## src/rtl/menu_buttons_if.sv

```systemverilog
// VGA stream bundle: raster position, sync/blank flags and 12-bit pixel colour.
interface vga_if;
    logic [10:0] vcount;
    logic        vsync;
    logic        vblnk;
    logic [10:0] hcount;
    logic        hsync;
    logic        hblnk;
    logic [11:0] rgb;

    modport in  (input  vcount, vsync, vblnk, hcount, hsync, hblnk, rgb);
    modport out (output vcount, vsync, vblnk, hcount, hsync, hblnk, rgb);
endinterface

```

## src/rtl/menu_buttons.sv

```systemverilog
// menu_buttons: draws N vertically stacked sprite buttons over the VGA stream
// and turns press/release pairs over an enabled button into one-cycle pulses.
module menu_buttons #(
    parameter int          N_BTN     = 3,
    parameter int          BTN_W     = 125,
    parameter int          BTN_H     = 75,
    parameter int          BTN_X0    = 337,
    parameter int          BTN_Y0    = 175,
    parameter int          BTN_GAP   = 25,
    parameter int          ADDR_W    = 14,
    parameter logic [11:0] TRANSP    = 12'h000,
    parameter logic [11:0] HOVER_RGB = 12'hFF0,
    localparam int         SEL_W     = (N_BTN > 1) ? $clog2(N_BTN) : 1
) (
    input  logic              clk,
    input  logic              rst,
    input  logic              enable,
    input  logic [N_BTN-1:0]  btn_mask,
    input  logic [11:0]       mouse_x,
    input  logic [11:0]       mouse_y,
    input  logic              mouse_left,
    input  logic [11:0]       rom_data,
    output logic [ADDR_W-1:0] rom_addr,
    output logic [SEL_W-1:0]  rom_sel,
    output logic [N_BTN-1:0]  hover,
    output logic [N_BTN-1:0]  btn_pressed,
    vga_if.in                 vga_in,
    vga_if.out                vga_out
);

    typedef struct packed {
        logic [10:0] vcount;
        logic        vsync;
        logic        vblnk;
        logic [10:0] hcount;
        logic        hsync;
        logic        hblnk;
        logic [11:0] rgb;
    } vga_t;

    // Per-pixel button tag carried down the pipeline after the ROM address is formed.
    typedef struct packed {
        logic             hit;
        logic [SEL_W-1:0] idx;
        logic             brd;
    } tag_t;

    typedef enum logic [1:0] {WAIT_REL, IDLE, ARMED} state_t;

    function automatic int top_of(input int i);
        return BTN_Y0 + i * (BTN_H + BTN_GAP);
    endfunction

    // Returns {hit, index} of the button covering (x, y).
    function automatic logic [SEL_W:0] find(input logic [11:0] x, input logic [11:0] y);
        logic [SEL_W:0] r;
        r = '0;
        if (int'(x) >= BTN_X0 && int'(x) < BTN_X0 + BTN_W)
            for (int i = 0; i < N_BTN; i++)
                if (int'(y) >= top_of(i) && int'(y) < top_of(i) + BTN_H)
                    r = {1'b1, SEL_W'(i)};
        return r;
    endfunction

    vga_t             v_in, v_out;
    vga_t             v_pipe [1:3];
    tag_t             t_pipe [1:3];
    logic [11:0]      rx1, ry1;
    logic [11:0]      px, py, p_rx, p_ry;
    logic             p_hit, p_brd;
    logic [SEL_W-1:0] p_idx;
    logic [11:0]      rgb_n;

    logic [11:0]      mx, my;
    logic             l1, l2, l3;
    logic             m_hit;
    logic [SEL_W-1:0] m_idx, hov_idx, arm_k, arm_n;
    logic [N_BTN-1:0] hover_n, pulse_n;
    logic             rise, fall;
    state_t           state, state_n;

    assign v_in = '{vga_in.vcount, vga_in.vsync, vga_in.vblnk,
                    vga_in.hcount, vga_in.hsync, vga_in.hblnk, vga_in.rgb};
    assign px   = {1'b0, vga_in.hcount};
    assign py   = {1'b0, vga_in.vcount};

    // S1 hit test on the incoming pixel; relative coordinates stay zero off-button.
    always_comb begin
        {p_hit, p_idx} = find(px, py);
        p_rx  = p_hit ? 12'(int'(px) - BTN_X0) : 12'd0;
        p_ry  = p_hit ? 12'(int'(py) - top_of(int'(p_idx))) : 12'd0;
        p_brd = p_hit && (p_rx < 12'd2 || p_rx >= 12'(BTN_W - 2) ||
                          p_ry < 12'd2 || p_ry >= 12'(BTN_H - 2));
    end

    // Pixel pipeline: S1 capture, S2 ROM address, S3 ROM latency.
    always_ff @(posedge clk) begin
        if (rst) begin
            for (int s = 1; s <= 3; s++) begin
                v_pipe[s] <= '0;
                t_pipe[s] <= '0;
            end
            rx1      <= '0;
            ry1      <= '0;
            rom_addr <= '0;
            rom_sel  <= '0;
        end else begin
            v_pipe[1] <= v_in;
            t_pipe[1] <= '{p_hit, p_idx, p_brd};
            rx1       <= p_rx;
            ry1       <= p_ry;
            for (int s = 2; s <= 3; s++) begin
                v_pipe[s] <= v_pipe[s-1];
                t_pipe[s] <= t_pipe[s-1];
            end
            rom_addr <= t_pipe[1].hit ? ADDR_W'(int'(ry1) * BTN_W + int'(rx1)) : '0;
            rom_sel  <= t_pipe[1].hit ? t_pipe[1].idx : '0;
        end
    end

    // S4 colour selection; border beats transparency, disabled buttons are dimmed.
    always_comb begin
        rgb_n = v_pipe[3].rgb;
        if (enable && t_pipe[3].hit) begin
            if (hover[t_pipe[3].idx] && btn_mask[t_pipe[3].idx] && t_pipe[3].brd)
                rgb_n = HOVER_RGB;
            else if (rom_data == TRANSP)
                rgb_n = v_pipe[3].rgb;
            else if (!btn_mask[t_pipe[3].idx])
                rgb_n = {1'b0, rom_data[11:9], 1'b0, rom_data[7:5], 1'b0, rom_data[3:1]};
            else
                rgb_n = rom_data;
        end
    end

    // S4 output register.
    always_ff @(posedge clk) begin
        if (rst) v_out <= '0;
        else     v_out <= '{v_pipe[3].vcount, v_pipe[3].vsync, v_pipe[3].vblnk,
                            v_pipe[3].hcount, v_pipe[3].hsync, v_pipe[3].hblnk, rgb_n};
    end

    assign vga_out.vcount = v_out.vcount;
    assign vga_out.vsync  = v_out.vsync;
    assign vga_out.vblnk  = v_out.vblnk;
    assign vga_out.hcount = v_out.hcount;
    assign vga_out.hsync  = v_out.hsync;
    assign vga_out.hblnk  = v_out.hblnk;
    assign vga_out.rgb    = v_out.rgb;

    // Hover is decided from the registered cursor.
    always_comb begin
        {m_hit, m_idx} = find(mx, my);
        hover_n = (enable && m_hit && btn_mask[m_idx]) ? N_BTN'(1) << m_idx : '0;
    end

    // Mouse sampling. The button level resets to "held" so that a press in
    // progress across reset has to be released before it can arm anything.
    always_ff @(posedge clk) begin
        if (rst) begin
            mx      <= '0;
            my      <= '0;
            l1      <= 1'b1;
            l2      <= 1'b1;
            l3      <= 1'b1;
            hover   <= '0;
            hov_idx <= '0;
        end else begin
            mx      <= mouse_x;
            my      <= mouse_y;
            l1      <= mouse_left;
            l2      <= l1;
            l3      <= l2;
            hover   <= hover_n;
            hov_idx <= m_idx;
        end
    end

    // Edges come from the level that is aligned with hover.
    assign rise = l2 & ~l3;
    assign fall = ~l2 & l3;

    // Click FSM state register.
    always_ff @(posedge clk) begin
        if (rst) begin
            state       <= WAIT_REL;
            arm_k       <= '0;
            btn_pressed <= '0;
        end else begin
            state       <= state_n;
            arm_k       <= arm_n;
            btn_pressed <= pulse_n;
        end
    end

    // Click FSM next state and pulse.
    always_comb begin
        state_n = state;
        arm_n   = arm_k;
        pulse_n = '0;
        if (!enable) begin
            state_n = WAIT_REL;
        end else begin
            case (state)
                WAIT_REL: if (!l2) state_n = IDLE;
                IDLE: begin
                    if (rise) begin
                        if (|hover) begin
                            state_n = ARMED;
                            arm_n   = hov_idx;
                        end else begin
                            state_n = WAIT_REL;
                        end
                    end
                end
                ARMED: begin
                    if (!btn_mask[arm_k]) begin
                        state_n = WAIT_REL;
                    end else if (fall) begin
                        state_n = IDLE;
                        if (hover[arm_k]) pulse_n = N_BTN'(1) << arm_k;
                    end
                end
                default: state_n = WAIT_REL;
            endcase
        end
    end

endmodule

```

## src/flat_wrapper.sv

```systemverilog
// flat-port wrapper written by rule: the top's interface ports become plain ports
module menu_buttons_flat 
#(
    parameter int          N_BTN     = 3,
    parameter int          BTN_W     = 125,
    parameter int          BTN_H     = 75,
    parameter int          BTN_X0    = 337,
    parameter int          BTN_Y0    = 175,
    parameter int          BTN_GAP   = 25,
    parameter int          ADDR_W    = 14,
    parameter logic [11:0] TRANSP    = 12'h000,
    parameter logic [11:0] HOVER_RGB = 12'hFF0,
    localparam int         SEL_W     = (N_BTN > 1) ? $clog2(N_BTN) : 1
)
  (clk, rst, enable, btn_mask, mouse_x, mouse_y, mouse_left, rom_data, rom_addr, rom_sel, hover, btn_pressed, vga_in_vcount, vga_in_vsync, vga_in_vblnk, vga_in_hcount, vga_in_hsync, vga_in_hblnk, vga_in_rgb, vga_out_vcount, vga_out_vsync, vga_out_vblnk, vga_out_hcount, vga_out_hsync, vga_out_hblnk, vga_out_rgb);
  vga_if vga_in_i ();
  vga_if vga_out_i ();
  input  logic clk;
  input  logic rst;
  input  logic enable;
  input  logic [N_BTN-1:0] btn_mask;
  input  logic [11:0] mouse_x;
  input  logic [11:0] mouse_y;
  input  logic mouse_left;
  input  logic [11:0] rom_data;
  output logic [ADDR_W-1:0] rom_addr;
  output logic [SEL_W-1:0] rom_sel;
  output logic [N_BTN-1:0] hover;
  output logic [N_BTN-1:0] btn_pressed;
  input wire logic [$bits(vga_in_i.vcount)-1:0] vga_in_vcount;
  input wire logic [$bits(vga_in_i.vsync)-1:0] vga_in_vsync;
  input wire logic [$bits(vga_in_i.vblnk)-1:0] vga_in_vblnk;
  input wire logic [$bits(vga_in_i.hcount)-1:0] vga_in_hcount;
  input wire logic [$bits(vga_in_i.hsync)-1:0] vga_in_hsync;
  input wire logic [$bits(vga_in_i.hblnk)-1:0] vga_in_hblnk;
  input wire logic [$bits(vga_in_i.rgb)-1:0] vga_in_rgb;
  output wire logic [$bits(vga_out_i.vcount)-1:0] vga_out_vcount;
  output wire logic [$bits(vga_out_i.vsync)-1:0] vga_out_vsync;
  output wire logic [$bits(vga_out_i.vblnk)-1:0] vga_out_vblnk;
  output wire logic [$bits(vga_out_i.hcount)-1:0] vga_out_hcount;
  output wire logic [$bits(vga_out_i.hsync)-1:0] vga_out_hsync;
  output wire logic [$bits(vga_out_i.hblnk)-1:0] vga_out_hblnk;
  output wire logic [$bits(vga_out_i.rgb)-1:0] vga_out_rgb;
  assign vga_in_i.vcount = vga_in_vcount;
  assign vga_in_i.vsync = vga_in_vsync;
  assign vga_in_i.vblnk = vga_in_vblnk;
  assign vga_in_i.hcount = vga_in_hcount;
  assign vga_in_i.hsync = vga_in_hsync;
  assign vga_in_i.hblnk = vga_in_hblnk;
  assign vga_in_i.rgb = vga_in_rgb;
  assign vga_out_vcount = vga_out_i.vcount;
  assign vga_out_vsync = vga_out_i.vsync;
  assign vga_out_vblnk = vga_out_i.vblnk;
  assign vga_out_hcount = vga_out_i.hcount;
  assign vga_out_hsync = vga_out_i.hsync;
  assign vga_out_hblnk = vga_out_i.hblnk;
  assign vga_out_rgb = vga_out_i.rgb;
  menu_buttons #(.N_BTN(N_BTN), .BTN_W(BTN_W), .BTN_H(BTN_H), .BTN_X0(BTN_X0), .BTN_Y0(BTN_Y0), .BTN_GAP(BTN_GAP), .ADDR_W(ADDR_W), .TRANSP(TRANSP), .HOVER_RGB(HOVER_RGB)) u_core (.clk(clk), .rst(rst), .enable(enable), .btn_mask(btn_mask), .mouse_x(mouse_x), .mouse_y(mouse_y), .mouse_left(mouse_left), .rom_data(rom_data), .rom_addr(rom_addr), .rom_sel(rom_sel), .hover(hover), .btn_pressed(btn_pressed), .vga_in(vga_in_i), .vga_out(vga_out_i));
endmodule
```

## config.mk

```make
export PLATFORM = sky130hd
export DESIGN_NAME = menu_buttons_flat
export DESIGN_NICKNAME = d
export VERILOG_FILES = /design/src/rtl/menu_buttons_if.sv /design/src/rtl/menu_buttons.sv /design/src/flat_wrapper.sv
export SDC_FILE = /design/constraint.sdc
export NUM_CORES = 1
export LEC_CHECK = 0
export ABC_AREA = 1
export CAP_MARGIN = 20
export CORE_UTILIZATION = 30
export DETAILED_ROUTE_END_ITERATION = 7
export SLEW_MARGIN = 20
export SYNTH_ARGS = -nofsm -noshare
export SYNTH_HDL_FRONTEND = slang
export SYNTH_SLANG_ARGS = --single-unit
```

## constraint.sdc

```tcl
create_clock -name clk -period 5.5 [get_ports clk]
set_clock_uncertainty 0.2 [all_clocks]
set_input_delay 0.825 -clock clk [delete_from_list [all_inputs] [get_ports clk]]
set_output_delay 0.825 -clock clk [all_outputs]
set_load 0.1 [all_outputs]
```

# Word level (Yosys, flattened, before mapping)
# Memories as Yosys holds them, arrays and structs flattened.
# Index checks and enable logic that the tools add are counted.
[totals] register_bits=117 elab_cells=141 rom_bits=0 n_memories=2 latchBits=0 in_bits=81 output_inout_bits=60 mem_bits_rw=126
[mem_list] name="u_core.v_pipe" depth=3 word_bits=38 read_ports=3 rd_clocked_by_memory_dff=0 write_ports=3 line="menu_buttons.sv:66" rtl="vga_t v_pipe [1:3];"
[mem_list] name="u_core.t_pipe" depth=3 word_bits=4 read_ports=3 rd_clocked_by_memory_dff=0 write_ports=3 line="menu_buttons.sv:67" rtl="tag_t t_pipe [1:3];"
[op_classes] n_eq_ne=5 n_mux=39 order_cmp=23 reduce_logical=26 n_shift=2 div=0 add_sub_neg=4 mul=2 bitwise_logic=17
[op_table] op="38-bit 2-to-1 mux" n=3
[op_table] op="12-bit 2-to-1 mux" n=6
[op_table] op="12-bit by 9-bit greater-or-equal comparator with 1-bit output (second input constant)" n=3
[op_table] op="12-bit by 9-bit < comparator with 1-bit output (second input constant)" n=3
[op_table] op="11-bit by 9-bit greater-or-equal comparator with 1-bit output (second input constant)" n=3
[op_table] op="11-bit by 9-bit < comparator with 1-bit output (second input constant)" n=3
[op_table] op="12-bit by 7-bit greater-or-equal comparator with 1-bit output (second input constant)" n=2
[op_table] op="12-bit by 2-bit < comparator with 1-bit output (second input constant)" n=2
[op_table] op="3-bit 2-to-1 mux" n=8
[op_table] op="14-bit by 13-bit adder with 14-bit output" n=1
[op_table] op="1-bit logical AND" n=14
[op_table] op="12-bit by 7-bit multiplier with 14-bit output (second input constant)" n=1
[op_table] op="9-bit by 12-bit adder with 12-bit output (first input constant)" n=1
[op_table] op="12-bit by 8-bit greater-or-equal comparator with 1-bit output (second input constant)" n=1
[op_table] op="12-bit logical NOT" n=1
[op_table] op="12-bit by 8-bit < comparator with 1-bit output (second input constant)" n=1
[op_table] op="4-bit 2-to-1 mux" n=3
[op_table] op="11-bit by 9-bit subtractor with 12-bit output (second input constant)" n=1
[op_table] op="12-bit subtractor" n=1
[op_table] op="11-bit by 8-bit greater-or-equal comparator with 1-bit output (second input constant)" n=1
[op_table] op="11-bit by 8-bit < comparator with 1-bit output (second input constant)" n=1
[op_table] op="1-bit binary-select mux with 2-bit select" n=5
[op_table] op="2-bit 2-to-1 mux" n=5
[op_table] op="2-bit by 3-bit < comparator with 1-bit output (second input constant)" n=3
[op_table] op="other kinds (19)" n=45

# Logic depth before layout (Yosys ltp)
# Gate-level depths: netlist (run 1).
[logic_depth] word_depth=15 mapped_depth=29 ltp_nobuf=29

# Worst setup path after synthesis (run 1)
# No wires, ideal clock.
[synth_timing] path_type="reg2reg" from="register u_core.ry1[2]" to="register u_core.rom_addr[12]" setup_ns=0.116 stages_incl_launch_ff=16 synth_period_minus_slack_ns=3.988 n_path_buf=0 slack_ns=1.512 arrival_time_ns=3.672 required_ns=5.184 path_cell_list="dfxtp_1 fa_1 inv_1 fa_1 fa_1 inv_1 fa_1 ha_1 nand2_1 o21a_1 o21ai_0 nand2_1 nand2_1 a21oi_1 o21ai_0 nor2_1"
[synth_between] elab_chain_cells=2
[synth_lines] item="start, declared" line="menu_buttons.sv:68" rtl="logic [11:0] rx1, ry1;"
[synth_lines] item="start signal, assigned" line="menu_buttons.sv:111" rtl="ry1 <= p_ry;"
[synth_lines] item="12-bit by 7-bit multiplier with 14-bit output" line="menu_buttons.sv:116" rtl="rom_addr <= t_pipe[1].hit ? ADDR_W'(int'(ry1) * BTN_W + int'(rx1)) : '0;"
[synth_lines] item="14-bit by 13-bit adder with 14-bit output" line="menu_buttons.sv:116"
[synth_lines] item="end signal, assigned" line="menu_buttons.sv:116"
[synth_lines] item="end, declared" line="menu_buttons.sv:23" rtl="output logic [ADDR_W-1:0] rom_addr,"
# Every way passes these cells.
# A chain may end at the register's enable or synchronous reset.

# Worst setup path after layout (run 1)
# Same ends and word-level chain as after synthesis.

==> results of run 1 <==
[flip-flops by register name, indices dropped and copies added (netlist names)]
name	cells
u_core.arm_k	2
u_core.btn_pressed	3
u_core.hov_idx	2
u_core.hover	3
u_core.l1	1
u_core.l2	1
u_core.l3	1
u_core.mx	12
u_core.my	12
u_core.rom_addr	14
u_core.rom_sel	2
u_core.rx1	12
u_core.ry1	12
u_core.state	2
u_core.t_pipe	12
u_core.v_pipe	114
u_core.vga_out.hblnk	1
u_core.vga_out.hcount	11
u_core.vga_out.hsync	1
u_core.vga_out.rgb	12
u_core.vga_out.vblnk	1
u_core.vga_out.vcount	11
u_core.vga_out.vsync	1
[routing by layer]
metal / routed length (um) / track usage [%] / vias up
li1: - / - / 4023
met1: 10800 / 17.5 / 3535
met2: 9760 / 21.3 / 188
met3: 1100 / 1.96 / 36
met4: 485 / 4.10 / 0
met5: 0 / 0 / -
[final timing paths]
| check | startpoint | endpoint |
|---|---|---|
| worst max-delay path | u_core.ry1[2] | u_core.rom_addr[12] |
| worst min-delay path | u_core.v_pipe[0][107] | u_core.v_pipe[0][145] |
| worst max register to register | u_core.ry1[2] | u_core.rom_addr[12] |
| worst min register to register | u_core.v_pipe[0][107] | u_core.v_pipe[0][145] |
[logic make-up after synthesis]
kind of cell | after synthesis | share of synthesized area (%)
adders and majority gates | 91 | 14.2
xor gates and xnor gates | 12 | 1.03
buffers and inverters | 325 | 12.1
AOI/OAI and AO/OA | 97 | 5.42
and+or+nand+nor | 490 | 19.6
DFF | 243 | 47.7
[worst max-delay path: stages (launching register included)]
cell and delay [ps]:
dfxtp_1 550, fa_1 530, inv_1 100, fa_1 440, fa_1 550, inv_1 60
fa_1 500, ha_1 380, nand2_1 70, o21a_1 200, o21ai_0 290, nand2_1 90
nand2_1 70, a21oi_1 70, o21ai_0 150, nor2_1 50
[power by group through the flow]
stage | combinational (W) | clock (W) | sequential [W]
final | 0.000301 | 0.00189 | 0.00182
after global routing | 0.000338 | 0.00203 | 0.00183
after CTS | 0.000303 | 0.00196 | 0.00183
after detailed placement | 0.000301 | 0 | 0.00186
after global placement | 0.000299 | 0 | 0.00186
after floorplan | 0.000149 | 0 | 0.00189
[cell usage after synthesis (all sizes together)]
master	n
inv	298
nor2	259
dfxtp	243
nand2	159
ha	50
fa	41
nand3	40
a21oi	39
o21ai	35
clkbuf	22
nor3	12
xnor2	8
nand3b	6
nand4	6
or2	5
a31oi	4
buf	4
o2111ai	4
o31ai	4
xor2	4
a221oi	3
a22oi	3
o21a	3
nor4	2
a211oi	1
and3	1
clkinv	1
o211a	1
[final cells by class]
| class | count | area share (%) |
|---|---|---|
| clock buffer | 40 | 6.10 |
| clock inverter | 10 | 1.23 |
| inverter | 299 | 8.61 |
| multi-input combinational | 690 | 31.5 |
| sequential | 243 | 37.3 |
| tap | 448 | 4.30 |
| timing repair buffer | 142 | 10.9 |
[metrics by stage]
stage / total power [W] / utilization, %
final: 0.00402 / 38.9
after global placement: 0.00216 / 36.0
after floorplan: 0.00204 / -
after detailed placement: 0.00216 / 36.0
after CTS: 0.00408 / 38.9
after global routing: 0.00420 / 38.9
==> flow_metrics.env, run 1 <==
export IMPL_antenna_found_initial=0
export IMPL_cts_resized=0
export IMPL_ys_warn_count=0
export IMPL_insertion_delay_ps=530
export IMPL_fin_ws_ps=1090
export IMPL_finalHoldWorstSlack_ps=195
export IMPL_worstPathMaxFanout=6
export IMPL_clock_fmax_mhz=227
export IMPL_clock_path_buffers=3
export IMPL_grt_ovfl_total=0
export IMPL_die_w_um=186
export IMPL_die_height_um=186
export IMPL_path_class="flip-flop to flip-flop"
export IMPL_multiInputGateArea_mm2=0.00411
export IMPL_cts_hold_buf=0
export IMPL_ff2ff_path_depth=15
export IMPL_p_sw_share_pct=22.5
export IMPL_drc=0
export IMPL_hpwlAfterDp_mm=16.7
export IMPL_drive_gt1_share_pct=4.71
export IMPL_wl_mm=22.1
export IMPL_syn_avg_cell_area_um2=8.11
export IMPL_numPortBuffers=140
export IMPL_core_area_mm2=0.0335
export IMPL_numCtsBuffers=27
export IMPL_synth_top_cell_by_area="dfxtp_1"
export IMPL_final_cell_mix="293 x inv_1, 257 x nor2_1, 243 x dfxtp_1, 154 x nand2_1, 139 x clkdlybuf4s50_1"
export IMPL_cts_sinks=243
export IMPL_grt_pass1_vias=7705
export IMPL_viasPerCell=4.16
export IMPL_slew_headroom_pct=30.1
export IMPL_root_buffer="clkbuf_16"
export IMPL_initial_core_util_pct=30.4
export IMPL_placementRows=67
export IMPL_end_kind="flip-flop"
export IMPL_grt_max_degree=75
export IMPL_num_antenna_cells=0
export IMPL_ys_ff_latch=243
export IMPL_placed_area_mm2=0.0121
export IMPL_p_seq_share_pct=45.4
export IMPL_status="completed"
export IMPL_maxCapViolCount=0
export IMPL_postSynthCellCount=1258
export IMPL_htreeDepth=1
export IMPL_rsz0062_at_grt="no"
export IMPL_synthesis_area_mm2=0.0102
export IMPL_cp_arrival_ps=4620
export IMPL_power_share_clock_pct=47.1
export IMPL_dieArea_mm2=0.0348
export IMPL_drtIter0Drc=427
export IMPL_hold_depth=2
export IMPL_min_period_over_period_pct=80.2
export IMPL_grt_total_usage_pct=13.0
export IMPL_ir_drop_v=0.000163
export IMPL_post_cts_setup_buffers=0
export IMPL_synth_area_top_cells="dfxtp_1 48%, inv_1 11%, nor2_1 9.4%"
export IMPL_avgRoutedWirePerCell_um=11.8
export IMPL_hold_class="flip-flop to flip-flop"
export IMPL_finalHoldViolCount=0
export IMPL_area_growth_pct=27.6
export IMPL_leakage_nw=6.14
export IMPL_place_worst_setup_slack_ps=657
export IMPL_p_switching_w=0.000903
export IMPL_final_common_cell="inv_1"
export IMPL_final_area_mm2=0.0130
export IMPL_p_per_area_mw_per_mm2=308
export IMPL_dpl_cell_count=1822
export IMPL_vias=7782
export IMPL_nets=1575
export IMPL_seq_area_frac_synth_pct=47.7
export IMPL_worst_pin_slew_ps=1050
export IMPL_period_minus_slack_ps=4410
export IMPL_place_congestion=0.835
export IMPL_dr_pass1_iters=7
export IMPL_seq_area_mm2=0.00486
export IMPL_drv_slew=0
export IMPL_p_int_w=0.00311
export IMPL_postSynthNetCount=1430
export IMPL_grt_pass1_wl_mm=37.5
export IMPL_yosys_area_top_type_share_pct=47.7
export IMPL_cts_tree="yes"
export IMPL_tns_ps=0
export IMPL_ios=141
export IMPL_synth_distinct_cells=36
export IMPL_share_comb_of_total_power_pct=7.5
export IMPL_cp_start_kind="flip-flop"
export IMPL_crit_required_ps=5710
export IMPL_setup_violations=0
export IMPL_clkTransAtPathRegs_ps=60
export IMPL_num_fill_cells=3430
export IMPL_ff2ff_setup_slack_ps=1090
export IMPL_ant_nets=0
export IMPL_fin_cells=1872
(Power assumes the default switching activity.)
==> inputs of run 2 (changes only) <==
clock period = 4.44 ns   (was 5.5 ns; I/O delays follow)
==> flow_metrics.env, run 2 (synthesized netlist as in run 1, its figures left out) <==
export IMPL_r2r_start="u_core.ry1[1]"
export IMPL_p_sw_share_pct=22.0
export IMPL_worst_pin_slew_ps=1040
export IMPL_num_antenna_cells=0
export IMPL_ant_nets=0
export IMPL_numPortBuffers=140
export IMPL_drc=0
export IMPL_avgRoutedWirePerCell_um=11.9
export IMPL_clkTransAtPathRegs_ps=60
export IMPL_critical_path_max_stage_delay_ps=550
export IMPL_leakage_nw=6.20
export IMPL_min_period_over_period_pct=94.3
export IMPL_num_fill_cells=3440
export IMPL_status="completed"
export IMPL_drive_gt1_share_pct=5.58
export IMPL_fin_cells=1882
export IMPL_crit_required_ps=4650
export IMPL_area_growth_pct=28.7
export IMPL_wl_mm=22.3
export IMPL_place_worst_setup_slack_ps=-27.0
export IMPL_cts_sinks=243
export IMPL_hpwlAfterDp_mm=17.0
export IMPL_crit_family="adder cells"
export IMPL_worstPathMaxFanout=5
export IMPL_die_height_um=186
export IMPL_root_buffer="clkbuf_16"
export IMPL_viasPerCell=4.17
export IMPL_hold_class="flip-flop to flip-flop"
export IMPL_p_int_w=0.00394
export IMPL_grt_max_degree=76
export IMPL_fin_util_pct=39.2
export IMPL_top_register="u_core.v_pipe"
export IMPL_largest_reg_flops=114
export IMPL_hp_start="u_core.v_pipe[0][39]"
export IMPL_initial_core_util_pct=30.4
export IMPL_end_kind="flip-flop"
export IMPL_path_class="flip-flop to flip-flop"
export IMPL_antenna_found_initial=0
export IMPL_p_per_area_mw_per_mm2=384
export IMPL_path_cells="fa_1, inv_1, fa_1, fa_1, inv_1, fa_1, ha_1, nand2_1, o21a_1, o21ai_0, nand2_1, nand2_1, a21oi_1, o21ai_0, nor2_1"
export IMPL_cp_slowest_cell="fa_1"
export IMPL_grt_ovfl_total=0
export IMPL_ff2ff_path_depth=15
export IMPL_nets=1586
export IMPL_fin_ws_ps=253
export IMPL_finalHoldViolCount=0
export IMPL_hold_depth=2
export IMPL_drv_slew=0
export IMPL_cp_arrival_ps=4400
export IMPL_reg_top3="u_core.v_pipe (114), u_core.rom_addr (14)"
export IMPL_clock_fmax_mhz=239
export IMPL_insertion_delay_ps=520
export IMPL_placementRows=67
export IMPL_power_share_clock_pct=47.7
export IMPL_final_cell_mix="293 x inv_1, 257 x nor2_1, 240 x dfxtp_1, 154 x nand2_1, 139 x clkdlybuf4s50_1"
export IMPL_grt_pass1_vias=7515
export IMPL_ir_drop_v=0.000248
export IMPL_multiInputGateArea_mm2=0.00411
export IMPL_maxCapViolCount=0
export IMPL_period_minus_slack_ps=4190
export IMPL_ff2ff_setup_slack_ps=250
export IMPL_setup_violations=0
export IMPL_dpl_cell_count=1833
export IMPL_htreeDepth=1
export IMPL_grt_total_usage_pct=12.9
export IMPL_dr_pass1_iters=5
export IMPL_drtIter0Drc=459
export IMPL_final_common_cell="inv_1"
export IMPL_numCtsBuffers=27
export IMPL_share_comb_of_total_power_pct=7.5
export IMPL_hold_end="u_core.v_pipe[0][77]"
export IMPL_seq_area_mm2=0.00487
export IMPL_dieArea_mm2=0.0348
export IMPL_cts_tree="yes"
export IMPL_p_seq_share_pct=44.8
export IMPL_vias=7841
export IMPL_grt_pass1_wl_mm=37.1
export IMPL_rsz0062_at_grt="no"
export IMPL_p_switching_w=0.00111
export IMPL_cts_hold_buf=0
export IMPL_clock_path_buffers=3
export IMPL_place_congestion=0.860
export IMPL_worstReg2RegEnd="u_core.rom_addr[12]"
export IMPL_slew_headroom_pct=30.4
export IMPL_path_common_cell="fa_1"
export IMPL_core_area_mm2=0.0335
export IMPL_post_cts_setup_buffers=0
export IMPL_path_buf_inv=2
export IMPL_cts_resized=0
export IMPL_die_w_um=186
export IMPL_ios=141
export IMPL_cp_start_kind="flip-flop"
-- run 2: how the worst max path moves through the flow --
| stage | startpoint | to | slack, ps | cells past startpoint |
|---|---|---|---|---|
| 2_1_floorplan | u_core.ry1[2] | u_core.rom_addr[12] | 450 | 15 |
| 3_3_place_gp | vga_in_hcount[1] | u_core.t_pipe[0][4] | 30 | 29 |
| 3_5_place_dp | vga_in_hcount[1] | u_core.t_pipe[0][4] | -30 | 30 |
| 4_1_cts | u_core.ry1[2] | u_core.rom_addr[12] | 140 | 15 |
| 5_1_grt | u_core.ry1[1] | u_core.rom_addr[11] | 8 | 14 |
| 6_report | u_core.ry1[1] | u_core.rom_addr[12] | 250 | 15 |
-- run 2: power groups by stage --
stage                     sequential (W)  combinational, W  clock (W)
after floorplan                  0.00235          0.000184          0
after detailed placement         0.00231          0.000377          0
after global routing             0.00227          0.000421    0.00258
after CTS                        0.00226          0.000379    0.00249
final                            0.00226          0.000376    0.00241
after global placement           0.00231          0.000375          0
-- run 2: cell type report --
type	instances	area share (%)
multi-input cells	690	31.3
clock inverters	11	1.58
well taps	448	4.27
clock buffers	38	5.84
repair buffers	153	11.4
flip-flops and latches	243	37.1
inverters	299	8.54
-- run 2: layer usage --
layer	part of all wire (%)	vias up	GRT usage (%)
met5	0	-	0
met4	1.6	0	3.12
met3	4.7	28	1.82
met2	45	178	21.3
met1	48	3587	17.7
li1	-	4048	-
-- run 2: stage by stage --
step | area, um2 | hold WS (ps) | TNS [ps] | power [W]
6_report | 13100 | 197 | 0 | 0.00504
5_1_grt | 13100 | 216 | 0 | 0.00527
4_1_cts | 13100 | 197 | 0 | 0.00513
3_5_place_dp | 12200 | 193 | -27.0 | 0.00269
3_3_place_gp | 12200 | 190 | 0 | 0.00268
2_1_floorplan | 10200 | 188 | 0 | 0.00253
-- run 2: worst min-delay path, delay by kind of cell, from the launching register on --
family                 cells  cell delay (ps)
buffers and inverters      1               40
DFF                        1              290
and+or+nand+nor            1               30
==> inputs of run 3 (changes only) <==
ABC_AREA = not set   (was 1)
REMOVE_ABC_BUFFERS = 1   (was not set)
==> flow_metrics.env, run 3 <==
export IMPL_maxCapViolCount=0
export IMPL_finalPower_w=0.00516
export IMPL_ff2ff_path_depth=14
export IMPL_reg_top3="u_core.v_pipe (114), u_core.rom_addr (14)"
export IMPL_hpwlAfterDp_mm=15.7
export IMPL_ios=141
export IMPL_seq_area_mm2=0.00487
export IMPL_ff2ff_setup_slack_ps=220
export IMPL_ys_warn_count=0
export IMPL_route_met3_wl_mm=1.20
export IMPL_hp_start="u_core.l1"
export IMPL_p_per_area_mw_per_mm2=389
export IMPL_status="completed"
export IMPL_m1WireLength_mm=9.60
export IMPL_nets=1313
export IMPL_clkTransAtPathRegs_ps=60
export IMPL_postSynthCellCount=937
export IMPL_cp_start_kind="flip-flop"
export IMPL_ys_ff_latch=243
export IMPL_largest_reg_flops=114
export IMPL_setup_violations=0
export IMPL_cts_tree="yes"
export IMPL_avgRoutedWirePerCell_um=13.3
export IMPL_worstReg2RegEnd="u_core.rom_addr[11]"
export IMPL_period_minus_slack_ps=4220
export IMPL_die_w_um=184
export IMPL_grt_max_degree=66
export IMPL_finalHoldWorstSlack_ps=217
export IMPL_core_area_mm2=0.0325
export IMPL_num_antenna_cells=0
export IMPL_dr_wl_met2_mm=9.99
export IMPL_ant_nets=0
export IMPL_place_congestion=0.821
export IMPL_cts_sinks=243
export IMPL_synth_distinct_cells=65
export IMPL_yosysMostFrequentCell="dfxtp_1"
export IMPL_insertion_delay_ps=540
export IMPL_die_height_um=184
export IMPL_top_register="u_core.v_pipe"
export IMPL_synth_top_cell_by_area="dfxtp_1"
export IMPL_dr_pass1_iters=4
export IMPL_maxUsedRoutingLayer="met4"
export IMPL_multiInputGateArea_mm2=0.00466
export IMPL_worst_pin_slew_ps=1030
export IMPL_slew_headroom_pct=31.0
export IMPL_hold_depth=1
export IMPL_ir_drop_v=0.000337
export IMPL_viasPerCell=4.39
export IMPL_numPortBuffers=140
export IMPL_cts_hold_buf=0
export IMPL_end_kind="flip-flop"
export IMPL_fin_util_pct=40.8
export IMPL_vias=7041
export IMPL_yosys_most_used_dff="dfxtp_1"
export IMPL_root_buffer="clkbuf_16"
export IMPL_htreeDepth=1
export IMPL_clock_path_buffers=3
export IMPL_num_fill_cells=3189
export IMPL_clock_fmax_mhz=237
export IMPL_crit_required_ps=4640
export IMPL_grt_pass1_wl_mm=34.6
export IMPL_grt_ovfl_total=0
export IMPL_min_period_over_period_pct=95.1
export IMPL_synth_top_cells_by_count="243 x dfxtp_1, 175 x nor2b_1, 59 x inv_1"
export IMPL_worstPathMaxFanout=4
export IMPL_grt_pass1_vias=7020
export IMPL_cp_arrival_ps=4420
export IMPL_path_class="flip-flop to flip-flop"
export IMPL_antenna_found_initial=0
export IMPL_synth_area_top_cells="dfxtp_1 49%, nor2b_1 11%, fa_1 8.3%"
export IMPL_drtIter0Drc=256
export IMPL_yosys_area_top_type_share_pct=49.2
export IMPL_placementRows=66
export IMPL_numCtsBuffers=28
export IMPL_rsz0062_at_grt="yes"
export IMPL_post_cts_setup_buffers=0
export IMPL_final_cell_mix="241 x dfxtp_1, 175 x nor2b_1, 139 x clkdlybuf4s50_1, 70 x buf_4, 59 x inv_1"
export IMPL_initial_core_util_pct=30.5
export IMPL_area_growth_pct=33.9
export IMPL_leakage_nw=5.52
export IMPL_finalHoldViolCount=0
export IMPL_dieArea_mm2=0.0337
export IMPL_synth_edff_count=0
export IMPL_drc=0
export IMPL_drive_gt1_share_pct=13.0
export IMPL_grt_total_usage_pct=12.7
export IMPL_seq_area_frac_synth_pct=49.2
export IMPL_hold_end="u_core.l2"
export IMPL_synthesis_area_mm2=0.00989
export IMPL_final_common_cell="dfxtp_1"
export IMPL_async_reset_ff_share_pct=0
export IMPL_hold_class="flip-flop to flip-flop"
export IMPL_wl_mm=21.3
export IMPL_syn_avg_cell_area_um2=10.6
export IMPL_r2r_start="u_core.ry1[1]"
export IMPL_drv_slew=0
==> run 3: cell types whose count changed after synthesis, moves of 7 or more <==
| cell | delta |
|---|---|
| nor4_1 | +9 |
| mux2i_1 | +13 |
| and2_1 | +8 |
| o21ai_0 | -9 |
| nand2b_1 | +7 |
| clkbuf_1 | +10 |
| nand3_1 | -30 |
| a21oi_1 | -9 |
| nor2_1 | -200 |
| nand2_1 | -133 |
| a31oi_1 | +7 |
| inv_1 | -234 |
| nor2b_1 | +175 |
| xnor2_1 | +9 |
==> run 3: cell type report <==
class	count	share of cell area, %
clock buffers	33	5.66
clock inverters	18	2.05
inverters	59	1.67
repair buffers	210	14.6
flip-flops and latches	243	36.7
well taps	442	4.17
multi-input cells	599	35.2
==> run 3: worst max-delay path, stage by stage, from the launching register on <==
cell	delay, ps
dfxtp_1	360
fa_1	560
inv_1	70
fa_1	490
fa_1	540
inv_1	50
fa_1	470
ha_1	220
buf_4	150
nor3_1	170
o21bai_1	160
a31o_2	270
a21oi_1	160
xor2_1	160
nor2_1	60
==> run 3: kinds of logic after synthesis <==
| family | Yosys count | synth area share, % |
|---|---|---|
| muxes | 19 | 2.00 |
| AOI/OAI and AO/OA | 124 | 8.51 |
| DFF | 243 | 49.2 |
| adders and majority gates | 91 | 14.6 |
| xor gates and xnor gates | 23 | 2.04 |
| and+or+nand+nor | 342 | 19.9 |
| buffers and inverters | 95 | 3.81 |
==> run 3: how the worst max path moves through the flow <==
| stage | cells past startpoint | end | startpoint | slack (ps) |
|---|---|---|---|---|
| final | 14 | u_core.rom_addr[11] | u_core.ry1[1] | 220 |
| after global routing | 21 | u_core.t_pipe[0][4] | vga_in_hcount[0] | -50 |
| after CTS | 13 | u_core.rom_addr[12] | u_core.ry1[2] | 80 |
| after detailed placement | 21 | u_core.t_pipe[0][4] | vga_in_hcount[0] | -400 |
| after global placement | 21 | u_core.t_pipe[0][4] | vga_in_hcount[0] | -350 |
| after floorplan | 19 | u_core.t_pipe[0][4] | vga_in_hcount[1] | 130 |
==> run 3: per-stage QoR <==
step	worst slack, ps	instance area, um2	TNS [ps]	cells
final	218	13300	0	1604
after global routing	-46.0	13300	-53.5	1604
after CTS	81.7	13200	0	1603
after detailed placement	-400	12200	-1510	1552
after global placement	-347	12200	-1240	1552
after floorplan	127	9740	0	901
==> run 3: routing by layer <==
metal | track usage (%) | vias up
li1 | - | 3524
met1 | 16.2 | 3316
met2 | 21.5 | 168
met3 | 2.42 | 33
met4 | 3.80 | 0
met5 | 0 | -
==> run 3: what timing repair did <==
item	4_1_cts	5_1_grt
resized for setup	0	9
endpoints found under the hold margin	0	0
endpoints found under the setup margin	0	7
==> run 3: power by group <==
part           total (W)  internal (W)  switching (W)
combinational   0.000416      0.000208       0.000208
sequential       0.00226       0.00224      0.0000178
clock            0.00248       0.00156       0.000924
total            0.00516       0.00401        0.00115
